<file path="src/rtl/sram_port_ctrl.sv">
// Front-end controller for a single-port RW SRAM macro: an init sweep after reset, then one
// request per cycle with registered macro pins and a fixed two-cycle read response latency.
module sram_port_ctrl #(
    parameter int                    DATA_WIDTH = 2,
    parameter int                    ADDR_WIDTH = 4,
    parameter logic [DATA_WIDTH-1:0] INIT_VALUE = '0
) (
    input  logic                  clk0,
    input  logic                  rst0_n,
    input  logic                  req_valid,
    output logic                  req_ready,
    input  logic                  req_we,
    input  logic [ADDR_WIDTH-1:0] req_addr,
    input  logic [DATA_WIDTH-1:0] req_wdata,
    output logic                  rsp_valid,
    output logic [DATA_WIDTH-1:0] rsp_rdata,
    output logic                  init_done,
    output logic                  csb0,
    output logic                  web0,
    output logic [ADDR_WIDTH-1:0] addr0,
    output logic [DATA_WIDTH-1:0] din0,
    input  logic [DATA_WIDTH-1:0] dout0
);

    typedef enum logic {
        ST_INIT,
        ST_RUN
    } state_e;

    localparam int                  DEPTH     = 1 << ADDR_WIDTH;
    localparam logic [ADDR_WIDTH:0] SWEEP_END = (ADDR_WIDTH + 1)'(DEPTH);
    localparam logic [ADDR_WIDTH:0] SWEEP_ONE = (ADDR_WIDTH + 1)'(1);

    state_e                  state_q,    state_d;
    logic [ADDR_WIDTH:0]     cnt_q,      cnt_d;
    logic                    csb_q,      csb_d;
    logic                    web_q,      web_d;
    logic [ADDR_WIDTH-1:0]   addr_q,     addr_d;
    logic [DATA_WIDTH-1:0]   din_q,      din_d;
    logic [1:0]              rdPend_q,   rdPend_d;
    logic                    rspValid_q, rspValid_d;
    logic [DATA_WIDTH-1:0]   rspData_q,  rspData_d;

    // The sweep counter carries one extra bit so the cycle after the last init write
    // can be recognised and spent moving to RUN with the macro deselected.
    always_comb begin
        state_d    = state_q;
        cnt_d      = cnt_q;
        csb_d      = 1'b1;
        web_d      = 1'b1;
        addr_d     = addr_q;
        din_d      = din_q;
        rdPend_d   = {rdPend_q[0], 1'b0};
        rspValid_d = rdPend_q[1];
        rspData_d  = rdPend_q[1] ? dout0 : rspData_q;

        case (state_q)
            ST_INIT: begin
                if (cnt_q == SWEEP_END) begin
                    state_d = ST_RUN;
                end else begin
                    csb_d  = 1'b0;
                    web_d  = 1'b0;
                    addr_d = cnt_q[ADDR_WIDTH-1:0];
                    din_d  = INIT_VALUE;
                    cnt_d  = cnt_q + SWEEP_ONE;
                end
            end
            ST_RUN: begin
                if (req_valid) begin
                    csb_d       = 1'b0;
                    web_d       = ~req_we;
                    addr_d      = req_addr;
                    rdPend_d[0] = ~req_we;
                    if (req_we) begin
                        din_d = req_wdata;
                    end
                end
            end
            default: begin
                state_d = ST_INIT;
            end
        endcase
    end

    always_ff @(posedge clk0 or negedge rst0_n) begin
        if (!rst0_n) begin
            state_q    <= ST_INIT;
            cnt_q      <= '0;
            csb_q      <= 1'b1;
            web_q      <= 1'b1;
            addr_q     <= '0;
            din_q      <= '0;
            rdPend_q   <= '0;
            rspValid_q <= 1'b0;
            rspData_q  <= '0;
        end else begin
            state_q    <= state_d;
            cnt_q      <= cnt_d;
            csb_q      <= csb_d;
            web_q      <= web_d;
            addr_q     <= addr_d;
            din_q      <= din_d;
            rdPend_q   <= rdPend_d;
            rspValid_q <= rspValid_d;
            rspData_q  <= rspData_d;
        end
    end

    assign req_ready = (state_q == ST_RUN);
    assign init_done = (state_q == ST_RUN);
    assign csb0      = csb_q;
    assign web0      = web_q;
    assign addr0     = addr_q;
    assign din0      = din_q;
    assign rsp_valid = rspValid_q;
    assign rsp_rdata = rspData_q;

endmodule

</file>
<file path="config.mk">
export PLATFORM = sky130hd
export DESIGN_NAME = sram_port_ctrl
export DESIGN_NICKNAME = d
export VERILOG_FILES = /design/src/rtl/sram_port_ctrl.sv
export SDC_FILE = /design/constraint.sdc
export NUM_CORES = 1
export LEC_CHECK = 0
export CAP_MARGIN = 20
export CORE_ASPECT_RATIO = 0.8
export CORE_MARGIN = 2
export CORE_UTILIZATION = 25
export DETAILED_ROUTE_END_ITERATION = 12
export SKIP_CTS_REPAIR_TIMING = 1
export SLEW_MARGIN = 5
export SYNTH_ARGS = -nofsm -noshare
export SYNTH_HDL_FRONTEND = slang
export SYNTH_SLANG_ARGS = --single-unit
</file>
<file path="constraint.sdc">
create_clock -name clk0 -period 1.6 [get_ports clk0]
set_input_delay 0.32 -clock clk0 [delete_from_list [all_inputs] [get_ports clk0]]
set_output_delay 0.32 -clock clk0 [all_outputs]
set_load 0.03 [all_outputs]
</file>
# [Yosys cells after proc, flatten, opt, wreduce, memory -nomap -nowiden]
# Cells that the tools add are included.
[word_totals] out_inout_bits=13 regBits=19
[classes] add_sub_neg=1 reduce_logical=3 bitwise_logic=3 n_eq_ne=4 n_mux=15
[ops] cell="$mux 4" count=2
[ops] cell="$pmux 4 s2" count=1
[ops] cell="$mux 1" count=6
[ops] cell="$mux 2" count=3
[ops] cell="$ne 2x2->1 const B" count=3
[ops] cell="$add 5x1->5 const B" count=1
[ops] cell="$eq 5x5->1 const B" count=1
[ops] cell="$pmux 1 s2" count=2
[ops] cell="$pmux 2 s2" count=1
[ops] cell="$reduce_and 2->1" count=2
[ops] cell="$not 1->1" count=3
[ops] cell="$reduce_and 3->1" count=1

# [Longest topological paths before layout]
# Gate-level depths: netlist of run 1.
[depth] ltp_word=3 ltp_mapped=6 depth_no_buf=5

# [Least setup slack after synthesis of run 1]
# OpenSTA, ideal clock, no wires.
[synth_timing] kind="register -> register" from="reg cnt_q[0]" to="reg cnt_q[1]" setup_ns=0.125 stages_incl_launch_ff=7 t_arrival_ns=1.357 synth_period_minus_slack_ns=1.482 path_slack_ns=0.118 cell_sequence="dfrtp_1 inv_1 ha_1 and4bb_1 buf_6 nor2_4 mux2_4"
[synth_between] elab_chain_len=3 elab_cells_between_ends=4 classes_between="1 x add/sub; 1 x eq/ne; 1 x bitwise; 1 x reduce/logical"
[synth_rtl] item="from (decl)" line="35" rtl="logic [ADDR_WIDTH:0] cnt_q, cnt_d;"
[synth_rtl] item="from (signal assigned)" line="99" rtl="cnt_q <= cnt_d;"
[synth_rtl] item="branches (longest 3 deep; another with $add 5x1->5)"
# Several ways; the timed one is not identified.
# A chain may end at the register's enable or synchronous reset.

# [Worst setup path in the final report of run 1]
[layout_timing] from="reg rspValid_q (netlist: rsp_valid)" to="out rsp_valid"
[layout_rtl] item="from (decl)" line="41" rtl="logic rspValid_q, rspValid_d;"
[layout_rtl] item="from (signal assigned)" line="105" rtl="rspValid_q <= rspValid_d;"
[layout_rtl] item="to (decl)" line="15" rtl="output logic rsp_valid,"
# No word-level cell between the ends.

==> impl_table.tex, run 1 <==
\begin{tabular}{lr}
\hline
Metric & Value \\
\hline
\multicolumn{2}{l}{\textbf{STA}} \\
Hold Fails Final Rpt & 0 \\
Worst slew margin relative to its limit & a little under three quarters \\
Max-slew violation total from the final report & 0 \\
Max frequency & 644 MHz \\
Transition time at the pin with the least slew margin & 423 ps \\
Post-route clock skew & 2.62 ps \\
Setup violation total in the final timing report & 0 \\
Period minus WS final & approximately 1600 ps \\
Setup repair after global routing missed its margin & false \\
Minimum hold slack & about 350 ps \\
Fin crit share & between 90\% and 100\% \\
Min setup slack post-route & 46.0 ps \\
\multicolumn{2}{l}{\textbf{Synthesis}} \\
Portion of synthesized cell area occupied by the leading cell type & 49.7\% \\
Syn\_area\_per\_cell & 13.2 µm² \\
Most used standard cell by instance count after synthesis & sky130\_fd\_sc\_hd\_\_dfrtp\_1 \\
Library cell with the largest summed area after synthesis & sky130\_fd\_sc\_hd\_\_dfrtp\_1 \\
Commonest cells in the synthesized netlist & sky130\_fd\_sc\_hd\_\_dfrtp\_1, sky130\_fd\_sc\_hd\_\_mux2i\_1, sky130\_fd\_sc\_hd\_\_nand2\_1 \\
Warning count from the yosys run & 0 \\
Most frequently used flop master after synthesis & sky130\_fd\_sc\_hd\_\_dfrtp\_1 \\
Register bit count reported by yosys & 19 \\
Nets in the synthesized netlist & 79 \\
EDFF count, synth & 0 \\
Synth Instances & 65 \\
Netlist cell types & 22 \\
Sequential-to-total area share from yosys stat & 55.8\% \\
Async set-reset flop share out of synthesis & 100\% \\
Post-Syn Area & 856 µm² \\
Ranking of synthesized cells by area & sky130\_fd\_sc\_hd\_\_dfrtp\_1, sky130\_fd\_sc\_hd\_\_mux2i\_1, sky130\_fd\_sc\_hd\_\_dfstp\_2 \\
\multicolumn{2}{l}{\textbf{Route}} \\
Count of antenna-violating nets left after detailed routing & 0 \\
Routed WL & 1740 µm \\
Number of detailed-route iterations in the first pass & 4 \\
Number of vias per cell after detailed routing & 4.34 \\
1st-iter DRT viols & 35 \\
Wire per inst & $\sim$13 µm \\
Count of unresolved DRC violations after routing & 0 \\
Total via count in the routed design & 590 \\
\multicolumn{2}{l}{\textbf{Floorplanning}} \\
Horizontal extent of the die & 69.4 µm \\
Starting density of the core & 27.0\% \\
Core Rows & 18 \\
I/O Pins & 25 \\
Total Die Area & between 0.003 and 0.004 mm² \\
Height of the chip & 56.3 µm \\
Area of the core & 0.00318 mm² \\
\multicolumn{2}{l}{\textbf{Worst setup path}} \\
Worst-case reg-to-reg path depth & 5 \\
Kind of end point of the critical path & output pin \\
Slowest cell on the critical path & sky130\_fd\_sc\_hd\_\_clkdlybuf4s50\_1 \\
Critical path cell sequence & clkdlybuf4s50\_1 \\
Cell depth of the worst setup path & 1 \\
Data required time at the worst endpoint & 1280 ps \\
CP Max Fanout & 1 \\
Path type of the worst setup path & flip-flop to output pin \\
Crit path arrival time & 1230 ps \\
Register-to-register setup slack & 80 ps \\
Buf/Inv on CP & 1 \\
Top delay family on crit path & buffers and inverters \\
Critical Path Source Type & flip-flop \\
Delay of the slowest critical-path stage & 660 ps \\
\multicolumn{2}{l}{\textbf{Global route}} \\
Final global-route overflow total & 0 \\
Number of antenna violations at the first check in global routing & 0 \\
Vias in the first global route & 628 \\
Maximum number of pins on one net before global-route repair & 20 \\
Tot GR Track Use & about a tenth \\
Wire length of the first global-routing pass & 2950 µm \\
\multicolumn{2}{l}{\textbf{Power and ir drop}} \\
Power density of the placed cells & about 860 mW/mm² \\
Reported leakage power & 0.657 nW \\
IR Drop Worst-Case VDD & about 0.33 mV \\
Post-route total power & 1.07 mW \\
\multicolumn{2}{l}{\textbf{Clocking}} \\
CTS root buffer & sky130\_fd\_sc\_hd\_\_clkbuf\_8 \\
Cts bufs inserted & 3 \\
Clock transition time at the flip-flop clock pins of the worst setup and hold paths & 70 ps \\
Skew-Pair Late Insertion Delay & 250 ps \\
Clock tree from TritonCTS & built \\
Number of clock sinks & 19 \\
Depth of the CTS H-tree & 1 \\
Number of buffers on the longest clock path & 2 \\
\multicolumn{2}{l}{\textbf{Place}} \\
Global placement routability congestion & 0.732 \\
DPL Wire Length & 1260 µm \\
Placement Setup Slack & 61.7 ps \\
Number of buffers inserted by port buffering & 24 \\
\multicolumn{2}{l}{\textbf{Worst hold path}} \\
HP Class & flip-flop to flip-flop \\
Hold Path Cell Cnt & 0 \\
\multicolumn{2}{l}{\textbf{Layout}} \\
Antenna diode count & 0 \\
Share of cells above drive strength 1 & 20.8\% \\
Area growth syn-to-layout & 44.4\% \\
Total number of nets in the final design & 111 \\
\multicolumn{2}{l}{\textbf{Flow run}} \\
Number of violations of the max-capacitance limit & 0 \\
\multicolumn{2}{l}{\textbf{Outcome}} \\
Run status & complete, no violations \\
\hline
\end{tabular}
[metrics by stage]
step / utilization, % / cells / cell area [µm²] / TNS (ps)
floorplan: - / 65 / 856 / 0
global placement: 36.7 / 132 / 1160 / 0
detailed placement: 36.7 / 132 / 1160 / 0
CTS: 38.1 / 136 / 1210 / -592
global route: 38.9 / 136 / 1240 / 0
finish: 38.9 / 136 / 1240 / 0
[worst paths after layout]
path | to | from
worst max register to register | cnt_q[1] | cnt_q[0]
worst min register to register | rdPend_q[1] | rdPend_q[0]
max in group asynchronous | web0 | rst0_n
worst min-delay path | rdPend_q[1] | rdPend_q[0]
worst max-delay path | rsp_valid | rsp_valid
min in group asynchronous | cnt_q[3] | rst0_n
[kinds of logic after synthesis]
family                   after synthesis  synth area share, %
flip-flops                            19                 55.8
multiplexers                          17                 20.8
AND/OR/NAND/NOR                       12                 9.06
buffers and inverters                  7                 4.68
AO/OA/AOI/OAI                          5                 3.65
XOR/XNOR                               3                 3.07
adder cells (fa/ha/maj)                2                 2.92
[worst register-to-register path: stages, from the launching register on]
cell,delay [ps]
sky130_fd_sc_hd__dfrtp_1,350
sky130_fd_sc_hd__inv_1,70
sky130_fd_sc_hd__ha_1,220
sky130_fd_sc_hd__and4bb_2,300
sky130_fd_sc_hd__nor2_4,160
sky130_fd_sc_hd__mux2_4,310
[final cells by class]
| class | instances | area [µm²] |
|---|---|---|
| clock inverter | 1 | 5.00 |
| multi-input combinational | 39 | 338 |
| timing repair buffer | 31 | 313 |
| fill | 300 | 1940 |
| inverter | 3 | 11.3 |
| tap | 40 | 50.0 |
| sequential | 19 | 478 |
| clock buffer | 3 | 41.3 |
[per-layer routing]
metal	GRT usage (%)	part of all wire, %
met5	0	0
met1	11.8	46
met4	2.52	0
met3	5.03	7.3
met2	14.8	46
[sequential cells by signal, indices dropped and copies added, names as in the netlist]
signal,cells
cnt_q,5
addr0,4
din0,2
rdPend_q,2
rsp_rdata,2
csb0,1
init_done,1
rsp_valid,1
web0,1
[placed cells by master, fill, tap and decap left out]
cell type,count
sky130_fd_sc_hd__a211oi_1,2
sky130_fd_sc_hd__a21oi_1,2
sky130_fd_sc_hd__a31oi_1,1
sky130_fd_sc_hd__and4bb_2,1
sky130_fd_sc_hd__buf_4,9
sky130_fd_sc_hd__clkbuf_8,3
sky130_fd_sc_hd__clkdlybuf4s50_1,12
sky130_fd_sc_hd__clkinv_2,1
sky130_fd_sc_hd__dfrtp_1,17
sky130_fd_sc_hd__dfstp_2,2
sky130_fd_sc_hd__dlymetal6s2s_1,10
sky130_fd_sc_hd__ha_1,2
sky130_fd_sc_hd__inv_1,3
sky130_fd_sc_hd__mux2_2,2
sky130_fd_sc_hd__mux2_4,1
sky130_fd_sc_hd__mux2i_1,14
sky130_fd_sc_hd__nand2_1,5
sky130_fd_sc_hd__nand3_1,1
sky130_fd_sc_hd__nand4b_1,1
sky130_fd_sc_hd__nand4bb_1,1
sky130_fd_sc_hd__nor2_1,1
sky130_fd_sc_hd__nor2_4,1
sky130_fd_sc_hd__nor2b_1,1
sky130_fd_sc_hd__xnor2_1,3
[where the power goes]
part           total [mW]  internal (mW)  switching, mW
Combinational       0.203         0.0976          0.105
Sequential          0.532          0.514         0.0186
Clock               0.332          0.173          0.159
Total                1.07          0.784          0.283
(Power assumes the default switching activity.)
==> inputs of run 2 (changes only) <==
GPL_TIMING_DRIVEN = 0   (was not set)
PLACE_DENSITY = 0.5   (was not set)
==> impl_table.tex, run 2 (synthesis results as in run 1) <==
\begin{tabular}{lr}
\hline
Metric & Value \\
\hline
\multicolumn{2}{l}{\textbf{Global route}} \\
Number of antenna violations at the first check in global routing & 0 \\
Tot GR Track Use & 9.30\% \\
Vias in the first global route & 599 \\
Wire length of the first global-routing pass & around 2800 µm \\
Maximum number of pins on one net before global-route repair & 20 \\
Final global-route overflow total & 0 \\
\multicolumn{2}{l}{\textbf{Place}} \\
Placement Setup Slack & 1.33 ps \\
DPL Wire Length & 1200 µm \\
Number of buffers inserted by port buffering & 23 \\
Global placement routability congestion & around 0.67 \\
\multicolumn{2}{l}{\textbf{Floorplanning}} \\
Area of the core & about 0.0032 mm² \\
Core Rows & 18 \\
Horizontal extent of the die & 69.4 µm \\
I/O Pins & 25 \\
Starting density of the core & 27.0\% \\
Total Die Area & 0.00391 mm² \\
Height of the chip & 56.3 µm \\
\multicolumn{2}{l}{\textbf{Route}} \\
Routed WL & 1700 µm \\
Wire per inst & 12.5 µm \\
1st-iter DRT viols & 5 \\
Total via count in the routed design & 590 \\
Count of antenna-violating nets left after detailed routing & 0 \\
Number of vias per cell after detailed routing & between 4 and 5 \\
Number of detailed-route iterations in the first pass & 4 \\
Count of unresolved DRC violations after routing & 0 \\
\multicolumn{2}{l}{\textbf{Outcome}} \\
Run status & complete, no violations \\
\multicolumn{2}{l}{\textbf{Layout}} \\
Most frequent cells in the layout & sky130\_fd\_sc\_hd\_\_dfrtp\_1, sky130\_fd\_sc\_hd\_\_mux2i\_1, sky130\_fd\_sc\_hd\_\_dlymetal6s2s\_1 \\
Area growth syn-to-layout & 46.8\% \\
Reg with most FFs & cnt\_q \\
Total number of nets in the final design & 111 \\
Share of cells above drive strength 1 & a little over a fifth \\
Antenna diode count & 0 \\
Largest register FFs & 5 \\
Commonest non-fill, non-tap cell in the layout & sky130\_fd\_sc\_hd\_\_dfrtp\_1 \\
Fraction of the core area covered by cells at the end of the flow & 39.6\% \\
\multicolumn{2}{l}{\textbf{Power and ir drop}} \\
Relative contribution of sequential cells to total power & 50.7\% \\
Internal power component & a little under 0.8 mW \\
Switching portion of total power & 25.4\% \\
Reported leakage power & 0.652 nW \\
Relative contribution of combinational cells to total power & 18.6\% \\
Power density of the placed cells & around 830 mW/mm² \\
IR Drop Worst-Case VDD & between 0.5 and 0.6 mV \\
Net switching power & 0.266 mW \\
Clk network pwr share & 30.7\% \\
\multicolumn{2}{l}{\textbf{Worst setup path}} \\
Data required time at the worst endpoint & roughly 1700 ps \\
CP Max Fanout & 7 \\
Worst-case reg-to-reg path depth & 6 \\
Delay of the slowest critical-path stage & approximately 410 ps \\
Slowest cell on the critical path & sky130\_fd\_sc\_hd\_\_dfrtp\_2 \\
Path type of the worst setup path & flip-flop to flip-flop \\
Crit path arrival time & between 1500 and 2000 ps \\
Kind of end point of the critical path & flip-flop \\
Critical path cell sequence & inv\_1, ha\_4, and4bb\_1, buf\_6, nor2\_4, mux2\_4 \\
Critical Path Source Type & flip-flop \\
\multicolumn{2}{l}{\textbf{STA}} \\
Worst slew margin relative to its limit & 40.8\% \\
Max frequency & 646 MHz \\
Max-slew violation total from the final report & 0 \\
Setup violation total in the final timing report & 0 \\
Minimum hold slack & 352 ps \\
Min setup slack post-route & 51.2 ps \\
Hold Fails Final Rpt & 0 \\
Period minus WS final & 1550 ps \\
Post-route clock skew & 2.72 ps \\
Fin crit share & 96.8\% \\
Transition time at the pin with the least slew margin & 885 ps \\
\multicolumn{2}{l}{\textbf{Clocking}} \\
Cts bufs inserted & 3 \\
CTS root buffer & sky130\_fd\_sc\_hd\_\_clkbuf\_8 \\
Skew-Pair Late Insertion Delay & 250 ps \\
Clock transition time at the flip-flop clock pins of the worst setup and hold paths & 70 ps \\
Number of clock sinks & 19 \\
Depth of the CTS H-tree & 1 \\
Clock tree from TritonCTS & built \\
Number of buffers on the longest clock path & 2 \\
\multicolumn{2}{l}{\textbf{Flow run}} \\
Number of violations of the max-capacitance limit & 0 \\
\multicolumn{2}{l}{\textbf{Worst hold path}} \\
Hold Path Cell Cnt & 0 \\
HP Class & flip-flop to flip-flop \\
\hline
\end{tabular}
==> run 2: cell count changes in the layout (fill, tap and decap cells not counted), moves of 2 or more <==
cell / change
sky130_fd_sc_hd__buf_4: -4
sky130_fd_sc_hd__buf_2: +2
sky130_fd_sc_hd__dlymetal6s2s_1: +2
sky130_fd_sc_hd__dfrtp_2: +2
sky130_fd_sc_hd__dfrtp_1: -2
==> run 2: metal layers <==
layer | part of all wire [%] | GRT usage [%] | up-vias
li1 | - | - | 287
met1 | 46 | 11.7 | 282
met2 | 47 | 14.8 | 21
met3 | 6.8 | 4.31 | 0
met4 | 0 | 1.68 | 0
met5 | 0 | 0 | -
==> run 2: final cells by class <==
class	instances	area [µm²]
inverter	3	11.3
sequential	19	480
tap	40	50.0
timing repair buffer	27	290
clock buffer	4	45.0
buffer	4	28.8
multi-input combinational	39	350
fill	303	1920
==> run 2: critical path: cells and delay by family, from the launching register on <==
kind | cells | cell delay [ps]
fa+ha+maj | 1 | 160
buf+inv | 2 | 220
flops | 1 | 410
mux | 1 | 310
simple gates | 2 | 340
==> run 2: worst paths after layout <==
check / startpoint / endpoint / slack [ps]
max: cnt_q[1] / cnt_q[1] / 50
min: rdPend_q[0] / rdPend_q[1] / 350
max reg2reg: cnt_q[1] / cnt_q[1] / 50
min reg2reg: rdPend_q[0] / rdPend_q[1] / 350
max in group asynchronous: rst0_n / init_done / 430
min in group asynchronous: rst0_n / addr0[1] / 570
==> run 2: power by group through the flow <==
| stage | logic (mW) | registers (mW) | clock network, mW |
|---|---|---|---|
| after CTS | 0.203 | 0.534 | 0.344 |
| after global placement | 0.201 | 0.541 | 0 |
| final | 0.195 | 0.532 | 0.321 |
| after floorplan | 0.0415 | 0.600 | 0 |
| after detailed placement | 0.202 | 0.542 | 0 |
| after global routing | 0.208 | 0.538 | 0.374 |
==> run 2: through the flow <==
step / power, mW / setup TNS (ps) / std cells / instance area [µm²]
floorplan: 0.641 / 0 / 65 / 856
global placement: 0.743 / 0 / 128 / 1140
detailed placement: 0.744 / 0 / 128 / 1140
CTS: 1.08 / -993 / 132 / 1180
global route: 1.12 / -2.71 / 136 / 1260
finish: 1.05 / 0 / 136 / 1260
==> inputs of run 3 (changes only) <==
CORE_ASPECT_RATIO = not set   (was 0.8)
CTS_CLUSTER_SIZE = 12   (was not set)
==> impl_table.tex, run 3 (synthesis results as in run 1) <==
\begin{tabular}{lr}
\hline
Metric & Value \\
\hline
\multicolumn{2}{l}{\textbf{Layout}} \\
Reg with most FFs & cnt\_q \\
Most frequent cells in the layout & sky130\_fd\_sc\_hd\_\_dfrtp\_1, sky130\_fd\_sc\_hd\_\_mux2i\_1, sky130\_fd\_sc\_hd\_\_dlymetal6s2s\_1 \\
Largest register FFs & 5 \\
Total number of nets in the final design & $\sim$110 \\
Antenna diode count & 0 \\
Share of cells above drive strength 1 & 22.4\% \\
Area growth syn-to-layout & 46.2\% \\
Commonest non-fill, non-tap cell in the layout & sky130\_fd\_sc\_hd\_\_dfrtp\_1 \\
Final-layout fill cell count & 345 \\
Number of standard cells in the layout, taps in and fillers out & 144 \\
Final cell area excluding filler cells & around 0.0013 mm² \\
\multicolumn{2}{l}{\textbf{Clocking}} \\
Clock transition time at the flip-flop clock pins of the worst setup and hold paths & about 110 ps \\
CTS root buffer & sky130\_fd\_sc\_hd\_\_clkbuf\_4 \\
Number of buffers on the longest clock path & 2 \\
Number of clock sinks & 19 \\
Clock tree from TritonCTS & built \\
Depth of the CTS H-tree & 1 \\
Cts bufs inserted & 3 \\
Skew-Pair Late Insertion Delay & 300 ps \\
\multicolumn{2}{l}{\textbf{Worst setup path}} \\
Slowest cell on the critical path & sky130\_fd\_sc\_hd\_\_dfrtp\_1 \\
CP Max Fanout & 7 \\
Critical Path Source Type & flip-flop \\
Top delay family on crit path & flip-flops \\
Critical path cell sequence & inv\_1, ha\_1, and4bb\_1, buf\_6, nor2\_4, mux2\_4 \\
Delay of the slowest critical-path stage & 390 ps \\
Path type of the worst setup path & flip-flop to flip-flop \\
Data required time at the worst endpoint & 1800 ps \\
Buf/Inv on CP & 2 \\
Kind of end point of the critical path & flip-flop \\
Crit path arrival time & about 1800 ps \\
\multicolumn{2}{l}{\textbf{Global route}} \\
Tot GR Track Use & 9.48\% \\
Wire length of the first global-routing pass & between 2000 and 3000 µm \\
Met1 GRT Util & 12.6\% \\
Met3 Resource Use GR & 4.14\% \\
Final global-route overflow total & 0 \\
Vias in the first global route & 584 \\
Busiest layer in global routing & met2 \\
Number of antenna violations at the first check in global routing & 0 \\
GR Util met2 & between 10\% and 20\% \\
Maximum number of pins on one net before global-route repair & 20 \\
\multicolumn{2}{l}{\textbf{Route}} \\
Routed WL & 1700 µm \\
Number of detailed-route iterations in the first pass & 3 \\
1st-iter DRT viols & 13 \\
Count of unresolved DRC violations after routing & 0 \\
Count of antenna-violating nets left after detailed routing & 0 \\
Total via count in the routed design & 604 \\
Wire per inst & 11.8 µm \\
Number of vias per cell after detailed routing & roughly 4.2 \\
\multicolumn{2}{l}{\textbf{STA}} \\
Setup violation total in the final timing report & 0 \\
Summed negative setup slack over all endpoints & 0 ps \\
Worst slew margin relative to its limit & 41.5\% \\
Hold Fails Final Rpt & 0 \\
Min setup slack post-route & about 37 ps \\
Post-route clock skew & about 3.6 ps \\
Fin crit share & a little over nine tenths \\
Max-slew violation total from the final report & 0 \\
Period minus WS final & 1560 ps \\
Max frequency & 640 MHz \\
Transition time at the pin with the least slew margin & 875 ps \\
\multicolumn{2}{l}{\textbf{Floorplanning}} \\
Core Rows & 21 \\
Horizontal extent of the die & around 63 µm \\
Total Die Area & 0.00391 mm² \\
Area of the core & 0.00331 mm² \\
Height of the chip & 62.5 µm \\
Starting density of the core & 25.9\% \\
I/O Pins & 25 \\
\multicolumn{2}{l}{\textbf{Power and ir drop}} \\
Post-route total power & 0.974 mW \\
Reported leakage power & 0.671 nW \\
IR Drop Worst-Case VDD & 0.316 mV \\
Power density of the placed cells & 779 mW/mm² \\
\multicolumn{2}{l}{\textbf{Outcome}} \\
Run status & complete, no violations \\
\multicolumn{2}{l}{\textbf{Place}} \\
Placed inst area & 0.00114 mm² \\
Global placement routability congestion & 0.694 \\
Placement Setup Slack & -15.3 ps \\
DPL Wire Length & 1190 µm \\
Number of buffers inserted by port buffering & 23 \\
Placed cell count & approximately 130 \\
\multicolumn{2}{l}{\textbf{Flow run}} \\
Number of violations of the max-capacitance limit & 0 \\
\multicolumn{2}{l}{\textbf{Worst hold path}} \\
HP Class & input pin to flip-flop \\
\hline
\end{tabular}
==> run 3: final cells by class <==
cell class	instances	area [µm²]	share of cell area, %
Buffer	4	28.8	2.30
Clock inverter	1	5.00	0.400
Timing Repair Buffer	29	308	24.6
Inverter	3	11.3	0.900
Clock buffer	3	22.5	1.80
Multi-Input combinational cell	39	338	27.0
Tap cell	46	57.6	4.60
Sequential cell	19	480	38.4
==> run 3: worst reg2reg max path, cell delays in order (launching register included) <==
cell and delay, ps:
sky130_fd_sc_hd__dfrtp_1 390, sky130_fd_sc_hd__inv_1 80, sky130_fd_sc_hd__ha_1 220, sky130_fd_sc_hd__and4bb_1 200, sky130_fd_sc_hd__buf_6 140, sky130_fd_sc_hd__nor2_4 130, sky130_fd_sc_hd__mux2_4 300
==> run 3: metrics by stage <==
step                      hold WS [ps]  util [%]
after global placement             333      34.5
after CTS                          332      35.4
after detailed placement           340      34.5
after floorplan                   24.4         -
final                              341      37.8
after global routing               347      37.8
==> run 3: final timing paths <==
check,end,startpoint,slack (ps),depth (start not counted)
worst min register to register,rdPend_q[1],rdPend_q[0],360,0
worst min-delay path,web0,req_valid,340,2
worst max-delay path,cnt_q[1],cnt_q[0],40,6
max in group asynchronous,cnt_q[1],rst0_n,510,1
min in group asynchronous,cnt_q[2],rst0_n,500,1
worst max register to register,cnt_q[1],cnt_q[0],40,6
==> run 3: metal layers <==
metal  wire, µm  part of all wire, %
met1        766                   45
met3        122                  7.2
met5          0                    0
met4         22                  1.3
met2        783                   46
==> run 3: report_power, final <==
group / switching [mW] / leakage, nW / internal [mW]
registers: 0.0173 / 0.225 / 0.513
logic: 0.103 / 0.429 / 0.0915
clock network: 0.156 / 0.0177 / 0.0932
==> variant 1 (settings of run 2) <==
Reset style: synchronous (`rst0_n`), changed in one clocked block.
--- a/src/rtl/sram_port_ctrl.sv
+++ b/src/rtl/sram_port_ctrl.sv
@@ -84,5 +84,5 @@
     end
 
-    always_ff @(posedge clk0 or negedge rst0_n) begin
+    always_ff @(posedge clk0) begin
         if (!rst0_n) begin
             state_q    <= ST_INIT;
Function: differs if rst0_n is asserted again (counterexample within 4 cycles, from zero or initial values and one cycle with rst0_n low); with rst0_n held inactive, the same outputs for 10 cycles.
==> variant 1 against run 2 <==
  * Routed wire length up 1.2%
  * Clock skew up 0.0012 ns
  * Critical endpoint is now csb0
  * Total power down 10%
  * Design area down 8.1%
  * Critical path type is now register to output pin
  * Synthesized area down 6.4%
  * Critical path depth down 5
  * Sequential cell count unchanged
  * Worst setup slack better by 0.0077 ns
  * Count of clock-buffer cells in the layout down 1
  * Largest power group unchanged
==> variant 1: results (changes against run 2) <==
yosys:
  yosysTopAreaCell: "dfxtp_1"
  ys_seq_area_frac: 0.475  # -0.0835
  yosysUniqueCellTypes: 25  # +14%
  yosys-top-cells-area: "dfxtp_1, mux2i_1, nand2_1"
  synthArstFlopShare: 0  # -1.00
  synth-compound-area-share: 0.114  # +0.0775
  yosys-top-cells-count: "dfxtp_1, nand2_1, nor2_1"
  synth_cells: 87  # +34%
  syn_nets: 101  # +28%
  synthAdderAreaFrac: 0.0313  # +0.00201
  synth_xor_area_frac: 0.0219  # -0.00883
setup_path:
  critPathSlowestCell: "clkdlybuf4s50_1"
  crit_path_max_incr_delay_ns: 0.66  # +0.25 ns
sta:
  skew_ns: 0.00388  # +0.00115 ns
detailed_routing:
  routedWlPerCell_um: 11.2  # -11%
final_layout:
  seqCellArea_um2: 383  # -20%
  clk_share: 0.0401  # +0.00423
  multi_input_area_share: 0.319  # +0.0396
  seqAreaFraction: 0.332  # -0.0509
  n_all_buffers: 30  # -3.2%
  nMultiInputCombCells: 57  # +46%
outcome:
  outcome: "finished clean"
placement:
  gp_congestion: 0.723  # +8.2%
  dp_slack_ns: 0.0250  # +0.0237 ns
global_routing:
  grt_pass1_wl_um: 2650  # -7.0%
  grt_usage: 0.0989  # +0.00590
  grt_max_degree: 12  # -40%
power_and_ir_drop:
  p_sw_w: 0.000224  # -16%
  p_leak_nw: 0.619  # -4.9%
  seqPwrFrac: 0.533  # +0.026
[variant 1: cell count changes in the layout (fill, tap and decap cells not counted), sizes merged, moves of 3 or more]
| cell | before | now |
|---|---|---|
| mux2 | 3 | 0 |
| mux2i | 14 | 7 |
| dfrtp | 17 | 0 |
| nand2 | 5 | 8 |
| buf | 8 | 5 |
| dfxtp | 0 | 19 |
| and2 | 0 | 3 |
| xnor2 | 3 | 0 |
| nor2 | 2 | 9 |
| o21ai | 0 | 5 |
[variant 1: metal layers]
layer,vias to the layer above,global-route usage,wire (µm)
met3,4,0.0206,119
met2,19,0.155,688
met4,0,0.0612,36
li1,353,-,-
met5,-,0,0
met1,307,0.126,877
[variant 1: final timing paths]
check	startpoint	to	slack, ns	cells past startpoint
worst min register to register	rdPend_q[0]	rdPend_q[1]	0.44	1
worst max-delay path	csb0	csb0	0.06	1
worst max register to register	cnt_q[0]	addr0[0]	0.09	6
worst min-delay path	rdPend_q[0]	rdPend_q[1]	0.44	1
==> variant 2 (flow settings as in run 2) <==
Made on the original files. `ADDR_WIDTH`: 4 -> 3.
--- a/src/rtl/sram_port_ctrl.sv
+++ b/src/rtl/sram_port_ctrl.sv
@@ -3,5 +3,5 @@
 module sram_port_ctrl #(
     parameter int                    DATA_WIDTH = 2,
-    parameter int                    ADDR_WIDTH = 4,
+    parameter int                    ADDR_WIDTH = 3,
     parameter logic [DATA_WIDTH-1:0] INIT_VALUE = '0
 ) (
Interface: changed (resized addr0 and req_addr); port bits go from 25 to 23. The function was not compared with the original's and may differ.
==> variant 2 against run 2 <==
  * Worst setup slack gained 0.015 ns
  * Sequential cell count shrank 2
  * Non-clock buffer count shrank 3
  * Critical endpoint is now addr0[1]
  * Highest routed layer unchanged
  * Routed wire length shrank 23%
  * Total power shrank 18%
  * Synthesized cell count shrank 9.2%
  * Design area shrank 15%
  * Sequential share of layout area grew 1.9 points
  * Largest cell class unchanged
  * Synthesized area shrank 17%
  * Count of clock-buffer cells in the layout shrank 1
  * Core utilization shrank 0.31 points
==> variant 2: results (changes against run 2) <==
clock_network:
  numCtsBuffers: 3  # unchanged
  insertion_delay_ns: 0.28  # +0.03 ns
  ctsRootBufferMaster: "clkbuf_4"
  cts_max_level: 1  # unchanged
  clock_path_buffers: 2  # unchanged
  clkTransAtPathRegs_ns: 0.10  # +0.03 ns
yosys:
  yosys_warnings: 0  # unchanged
  ys_seq_area_frac: 0.603  # +0.0447
  yosysUniqueCellTypes: 21  # -4.5%
  yosys-top-cells-area: "dfrtp_1, dfstp_2, mux2_4"
  avgSynthCellArea_um2: 12.0  # -8.7%
  syn_nets: 72  # -8.9%
  yosys-top-cells-count: "dfrtp_1, inv_1, nand2_1"
detailed_routing:
  drt_iter0_drc: 4  # -1
  wirelength_um: 1320  # -23%
  route.vias.total: 501  # -15%
  drt_pass1_iterations: 3  # -1
  routedWlPerCell_um: 10.4  # -17%
min_path:
  hold_class: "register to register"
placement:
  dpl.hpwl_um: 962  # -20%
  gp_congestion: 0.664  # -0.66%
  dp.cells: 119  # -7.0%
  io_buffers: 22  # -4.3%
final_layout:
  nets: 103  # -7.2%
  drive_above_1_share: 0.213  # -0.00527
  largest_register_ffs: 4  # -1
  antenna_cells: 0  # unchanged
  largest_register: "cnt_q"
setup_path:
  ff2ff_setup_slack_ns: 0.07  # +0.02 ns
  path_max_fanout: 4  # -3
  arrival_ns: 1.71  # +0.03 ns
global_routing:
  grt_pass1_vias: 495  # -17%
  antenna_found_initial: 0  # unchanged
  grt_usage: 0.0907  # -0.00234
  grt_max_degree: 18  # -10%
  grt_pass1_wl_um: 2220  # -22%
sta:
  skew_ns: 0.00171  # -0.00102 ns
  slew_headroom: 0.479  # +0.0712
power_and_ir_drop:
  ir_drop_mv: 0.417  # -22%
  p_leak_nw: 0.557  # -15%
outcome:
  outcome: "finished clean"
variant 2: changes by cell type after synthesis, moves of 2 or more:
cell,before,now
mux2i_1,14,0
inv_1,3,8
o21ai_0,0,4
a211oi_1,2,0
buf_2,2,0
dfrtp_1,17,15
mux2_4,1,3
nand4_1,0,2
o21ai_1,0,2
variant 2: worst paths after layout:
kind	startpoint	cells past startpoint	end
worst max-delay path	cnt_q[0]	5	addr0[1]
min in group asynchronous	rst0_n	1	cnt_q[1]
max in group asynchronous	rst0_n	1	init_done
worst min register to register	rdPend_q[0]	0	rdPend_q[1]
worst max register to register	cnt_q[0]	5	addr0[1]
worst min-delay path	rdPend_q[0]	0	rdPend_q[1]
variant 2: cell families (layout without fill, tap and decap cells):
| logic type | count (synthesis) | after routing | share of synthesized area |
|---|---|---|---|
| mux | 6 | 6 | 0.111 |
| simple gates | 12 | 12 | 0.0917 |
| xor+xnor | 2 | 2 | 0.0247 |
| fa+ha+maj | 2 | 2 | 0.0353 |
| compound gates | 10 | 10 | 0.0758 |
| flops | 17 | 17 | 0.603 |
| buf+inv | 10 | 40 | 0.0582 |
variant 2: per-stage QoR:
stage	total power (W)	hold WS, ns	setup slack [ns]	instance area (µm²)
after floorplan	0.000567	0.0244	0.148	709
final	0.000864	0.355	0.0664	1070
after CTS	0.000890	0.361	-0.336	1000
after detailed placement	0.000659	0.337	-0.0237	977
after global routing	0.000928	0.376	0.00341	1070
after global placement	0.000658	0.333	-0.0316	977
variant 2: worst max-delay path: stages, from the launching register on:
cell and delay [ns]:
dfrtp_1 0.40, inv_2 0.08, ha_2 0.18, and4bb_1 0.22
a21o_1 0.22, mux2_4 0.32
variant 2: final cells by class:
cell class / instances / area [µm²]
clock inverters: 1 / 5.00
inverters: 8 / 30.0
multi-input cells: 32 / 243
fillers: 303 / 1650
repair buffers: 26 / 280
clock buffers: 3 / 22.5
well taps: 38 / 47.5
plain buffers: 2 / 11.3
flip-flops and latches: 17 / 429
variant 2: where the power goes:
part / internal (W) / switching, W / total (W)
clock network: 0.0000928 / 0.000129 / 0.000222
logic: 0.0000835 / 0.0000886 / 0.000172
registers: 0.000459 / 0.0000111 / 0.000470
total: 0.000635 / 0.000229 / 0.000864
variant 2: per-layer routing:
layer  vias to the layer above  part of all wire  global-route usage
met5                         -                 0                   0
met4                         0                 0              0.0217
met3                         0             0.065              0.0541
met2                        13              0.44               0.133
met1                       232              0.49               0.114
li1                        256                 -                   -
